**src/rtl/store_pkg.sv**
```systemverilog
// Shared types and size encodings for the store pack buffer.
package store_pkg;

  localparam logic [1:0] SZ_BYTE = 2'b00;
  localparam logic [1:0] SZ_HALF = 2'b01;
  localparam logic [1:0] SZ_WORD = 2'b10;
  localparam logic [1:0] SZ_RSVD = 2'b11;

  // Upper bound on the byte-address width an entry can carry.
  localparam int MAX_ADDR_W = 32;

  typedef struct packed {
    logic [MAX_ADDR_W-1:0] waddr;
    logic [31:0]           wdata;
    logic [3:0]            wstrb;
  } store_entry_t;

endpackage

```
**src/rtl/store_lane_pack.sv**
```systemverilog
// Combinational narrowing of 32-bit store data into byte lanes with strobes.
// STORE_MISALIGN_TRAP_EN: flag misaligned stores instead of force-aligning them.
module store_lane_pack
  import store_pkg::*;
#(
  parameter int ADDR_W = 32
) (
  input  logic [ADDR_W-1:0] i_addr,
  input  logic [31:0]       i_data,
  input  logic [1:0]        i_size,
  output store_entry_t      o_entry,
  output logic              o_misaligned
);

  logic [1:0] w_lane;
  logic [1:0] w_size;

  assign w_lane = i_addr[1:0];

`ifdef STORE_MISALIGN_TRAP_EN
  assign w_size       = i_size;
  assign o_misaligned = ((i_size == SZ_HALF) && w_lane[0]) ||
                        ((i_size == SZ_WORD) && (w_lane != 2'b00)) ||
                        (i_size == SZ_RSVD);
`else
  // Reserved size degrades to a word store; misalignment is absorbed below.
  assign w_size       = (i_size == SZ_RSVD) ? SZ_WORD : i_size;
  assign o_misaligned = 1'b0;
`endif

  always_comb begin
    o_entry       = '0;
    o_entry.waddr = MAX_ADDR_W'({i_addr[ADDR_W-1:2], 2'b00});
    case (w_size)
      SZ_BYTE: begin
        o_entry.wdata = {4{i_data[7:0]}};
        o_entry.wstrb = 4'b0001 << w_lane;
      end
      SZ_HALF: begin
        // Using only lane[1] naturally aligns an odd halfword address.
        o_entry.wdata = {2{i_data[15:0]}};
        o_entry.wstrb = w_lane[1] ? 4'b1100 : 4'b0011;
      end
      default: begin
        o_entry.wdata = i_data;
        o_entry.wstrb = 4'b1111;
      end
    endcase
  end

endmodule

```
**src/rtl/store_pack_buffer.sv**
```systemverilog
// Store lane packer plus a small write FIFO between the MEM stage and data memory.
// STORE_MISALIGN_TRAP_EN: drop misaligned stores and pulse misalign.
module store_pack_buffer
  import store_pkg::*;
#(
  parameter int DEPTH  = 2,
  parameter int ADDR_W = 32
) (
  input  logic              clk,
  input  logic              rst_n,
  input  logic              st_valid,
  output logic              st_ready,
  input  logic [ADDR_W-1:0] st_addr,
  input  logic [31:0]       st_data,
  input  logic [1:0]        st_size,
  output logic              mem_wvalid,
  input  logic              mem_wready,
  output logic [ADDR_W-1:0] mem_waddr,
  output logic [31:0]       mem_wdata,
  output logic [3:0]        mem_wstrb,
  output logic              misalign,
  output logic              busy
);

  localparam int PW = $clog2(DEPTH);
  localparam int CW = PW + 1;

  store_entry_t   r_mem [DEPTH];
  logic [PW-1:0]  r_wptr;
  logic [PW-1:0]  r_rptr;
  logic [CW-1:0]  r_count;
  logic           r_misalign;

  store_entry_t   w_pack;
  store_entry_t   w_head;
  logic           w_mis;
  logic           w_full;
  logic           w_empty;
  logic           w_accept;
  logic           w_push;
  logic           w_pop;

  store_lane_pack #(.ADDR_W(ADDR_W)) u_pack (
    .i_addr       (st_addr),
    .i_data       (st_data),
    .i_size       (st_size),
    .o_entry      (w_pack),
    .o_misaligned (w_mis)
  );

  assign w_full   = (r_count == CW'(DEPTH));
  assign w_empty  = (r_count == '0);
  assign w_accept = st_valid && !w_full;
  // A dropped store still completes the handshake so the pipeline never hangs.
  assign w_push   = w_accept && !w_mis;
  assign w_pop    = !w_empty && mem_wready;
  assign w_head   = r_mem[r_rptr];

  assign st_ready   = !w_full;
  assign mem_wvalid = !w_empty;
  assign busy       = !w_empty;
  assign mem_waddr  = w_head.waddr[ADDR_W-1:0];
  assign mem_wdata  = w_head.wdata;
  assign mem_wstrb  = w_head.wstrb;
  assign misalign   = r_misalign;

  always_ff @(posedge clk or negedge rst_n) begin
    if (!rst_n) begin
      for (int i = 0; i < DEPTH; i++) r_mem[i] <= '0;
      r_wptr     <= '0;
      r_rptr     <= '0;
      r_count    <= '0;
      r_misalign <= 1'b0;
    end else begin
      if (w_push) begin
        r_mem[r_wptr] <= w_pack;
        r_wptr        <= r_wptr + PW'(1);
      end
      if (w_pop) r_rptr <= r_rptr + PW'(1);
      case ({w_push, w_pop})
        2'b10:   r_count <= r_count + CW'(1);
        2'b01:   r_count <= r_count - CW'(1);
        default: r_count <= r_count;
      endcase
      r_misalign <= w_accept && w_mis;
    end
  end

endmodule

```
**config.mk**
```make
export PLATFORM = sky130hd
export DESIGN_NAME = store_pack_buffer
export DESIGN_NICKNAME = d
export VERILOG_FILES = /design/src/rtl/store_pkg.sv /design/src/rtl/store_lane_pack.sv /design/src/rtl/store_pack_buffer.sv
export SDC_FILE = /design/constraint.sdc
export NUM_CORES = 1
export LEC_CHECK = 0
export BUFFER_PORTS_ARGS = -buffer_cell sky130_fd_sc_hd__buf_2
export CAP_MARGIN = 20
export CORE_ASPECT_RATIO = 2
export CORE_MARGIN = 4
export CORE_UTILIZATION = 35
export DETAILED_ROUTE_END_ITERATION = 7
export PLACE_DENSITY = 0.59
export RECOVER_POWER = 25
export SLEW_MARGIN = 20
export SYNTH_ARGS = -nofsm -noshare
export SYNTH_HDL_FRONTEND = slang
export SYNTH_HIERARCHICAL = 1
export SYNTH_SLANG_ARGS = --single-unit
```
**constraint.sdc**
```tcl
create_clock -name clk -period 5.3 [get_ports clk]
set_input_delay 0.795 -clock clk [delete_from_list [all_inputs] [get_ports clk]]
set_output_delay 0.795 -clock clk [all_outputs]
set_load 0.01 [all_outputs]
```
==> flow_summary.yaml <==
worst_setup_path:
  worst-path-buf-inv: 1
  critPathRequiredTime_ns: 4.89
  cp.arrival_ns: 2.66
  crit_path_end_kind: "asynchronous set/reset pin"
  cp-start-kind: "input port"
  cpPeakStageDelay_ns: 1.79
  startpoint: "rst_n"
  reg2reg_slack_ns: 2.72
  cp_max_fo: 103
  critPathKind: "input port to asynchronous set/reset pin"
  crit_slowest_cell: "clkbuf_2"
  crit_path_cell_trace: "clkbuf_2"
  rr_startpoint: "r_count[0]$_DFFE_PN0P_"
  critPathTopFamily: "buffers and inverters"
sta:
  timing.slew.headroom_pct: -77.0
  period_share_pct: 57.8
  drv_slew: 104
  worst_pin_slew_ns: 2.66
  fin_crit_ns: 3.07
  setup_tns_ns: 0
  setup_violations: 0
  report.final.hold_viol_count: 0
  max_freq_mhz: 326
  worst_clock_skew_ns: 0.00598
  holdWs_ns: 0.499
  rsz0062_at_grt: "no"
placed_design:
  placed_cells: 815
  hpwl_um: 10800
  gp_congestion: 0.790
  port_buffers: 141
run_status:
  failed_checks: "max-capacitance violations, max-slew violations"
  status: "finished with violations"
clock_network:
  clock_latency_ns: 0.42
  cts_sinks: 141
  htreeDepth: 4
  clockRootBuffer: "clkbuf_16"
  cts_buffer_depth: 2
  cts_resized: 0
  clk_pin_slew_ns: 0.06
  numCtsBuffers: 17
  cts_tree: "yes"
  holdBufCountCts: 0
  postCtsSetupBuffers: 0
die:
  die_w_um: 108
  die_area_sq_um: 22300
  start_util_pct: 35.6
  num_io_pins: 142
  row_count: 72
  core-area_sq_um: 19500
  die_height_um: 207
drt:
  routedWlPerCell_um: 18.5
  drc: 0
  wirelength_um: 15700
  first_pass_iters: 4
  dr.first_iter.drc_count: 107
  viasPerCell: 4.79
  vias: 4053
  ant_nets: 0
grt:
  grt_use_total_pct: 15.0
  grt-ovfl-total: 0
  grt_max_degree: 104
  first_global_vias: 4646
  grt_pass1_wl_um: 25500
  antenna_found_initial: 0
final_layout:
  drive_gt1_share_pct: 69.4
  syn_to_final_growth_pct: 17.1
  antenna_cells: 0
  fin_cells: 847
  final_nets: 646
yosys:
  ys_top_cells_by_area: "dfrtp_1 (51%), mux2_2 (32%), buf_4 (4.5%)"
  synth_top_area_share_pct: 50.9
  synth_top_area_cell: "dfrtp_1"
  syn_avg_cell_area_sq_um: 14.5
  netlist_area_sq_um: 6940
  ys_warn_count: 6
  yosys.cell_types.count: 29
  synth_seq_cells: 141
  ys_seq_area_share_pct: 50.9
  syn_inst: 479
pwr:
  p_sw_uw: 1650
  ir_drop_mv: 0.318
  p_int_uw: 3590
  swShare_pct: 31.4
  combPwrFrac_pct: 38.8
  pwr_density_cell_nw_per_um2: 645
  clockPowerShare_pct: 23.0
  cellLeakagePower_uw: 0.00372
  sequentialPowerShare_pct: 38.2
job:
  cap_violations: 1
min_path:
  worstHoldStart: "r_mem[121]$_DFFE_PN0P_"
  hp-class: "register to register"
==> layout make-up <==
| type | count | area (sq um) |
|---|---|---|
| fill | 1908 | 11300 |
| multi-input combinational | 269 | 2930 |
| clock buffer | 21 | 460 |
| timing repair buffer | 144 | 728 |
| inverter | 2 | 7.51 |
| clock inverter | 11 | 141 |
| tap | 259 | 324 |
| sequential | 141 | 3530 |
==> synth_stat cells (all sizes together) <==
library cell and count:
a21o 2, and2 1, and3 1, buf 66
clkbuf 3, conb 1, dfrtp 141, ha 1
inv 2, mux2 220, mux2i 8, nand2 8
nand2b 3, nor2 3, nor2b 1, nor3 1
o21ai 8, o21bai 2, or2 1, or3b 1
xnor2 3, xor2 2
==> through the flow <==
step                      utilization, %  power [uW]  setup slack [ns]  instance area (sq um)
after floorplan                        -        3360              3.06                   6940
after global placement              38.7        4020              2.51                   7530
after detailed placement            38.7        4110              2.43                   7530
after CTS                           41.8        5350              2.28                   8130
after global routing                41.7        5590              1.55                   8120
final                               41.7        5240              2.23                   8120
==> per-layer routing <==
layer  vias to the layer above  wire, um  track usage, %
li1                       1840         -               -
met1                      2085      5710            15.9
met2                       109      8860            27.3
met3                        19       805            4.24
met4                         0       336            6.10
met5                         -         0               0
==> registers in the layout, indices dropped and copies added, names as in the netlist <==
| signal | cells |
|---|---|
| misalign | 1 |
| r_mem | 136 |
| r_rptr | 1 |
| r_count | 2 |
| r_wptr | 1 |
==> cell usage in the layout (no fill, tap or decap), drive strengths merged, types with 3 or more instances in the layout <==
cell type / netlist / routed
buf: 66 / 143
bufinv: 0 / 3
clkbuf: 3 / 22
clkinv: 0 / 5
clkinvlp: 0 / 3
conb: 1 / 3
dfrtp: 141 / 141
mux2: 220 / 220
mux2i: 8 / 8
nand2: 8 / 8
nand2b: 3 / 3
nor2: 3 / 3
o21ai: 8 / 8
xnor2: 3 / 3
==> worst paths after layout <==
| kind | end | depth (start not counted) |
|---|---|---|
| setup reg to reg | r_mem[9]$_DFFE_PN0P_ | 4 |
| max in group clk | mem_wdata[1] | 2 |
| setup / recovery | r_rptr$_DFFE_PN0P_ | 1 |
| min in group asynchronous | r_mem[26]$_DFFE_PN0P_ | 1 |
| hold reg to reg | r_mem[121]$_DFFE_PN0P_ | 1 |
| hold / removal | r_mem[121]$_DFFE_PN0P_ | 1 |
==> power groups by stage <==
stage / logic, uW / registers, uW / clock network, uW
floorplan: 1550 / 1810 / 0
global placement: 2040 / 1980 / 0
detailed placement: 2080 / 2030 / 0
CTS: 2090 / 2010 / 1250
global route: 2210 / 2080 / 1290
finish: 2030 / 2000 / 1210
==> cell families (layout without fill, tap and decap cells) <==
kind of cell,count (synthesis),after routing,share of synthesized area (%)
multiplexers,228,228,38.0
AO/OA/AOI/OAI,12,12,1.44
buffers and inverters,71,178,7.14
adder cells (fa/ha/maj),1,1,0.180
XOR/XNOR,5,5,0.632
other,1,3,0.0541
flip-flops,141,141,50.9
AND/OR/NAND/NOR,20,20,1.71
Note: power is estimated with default switching activity, not from simulation.
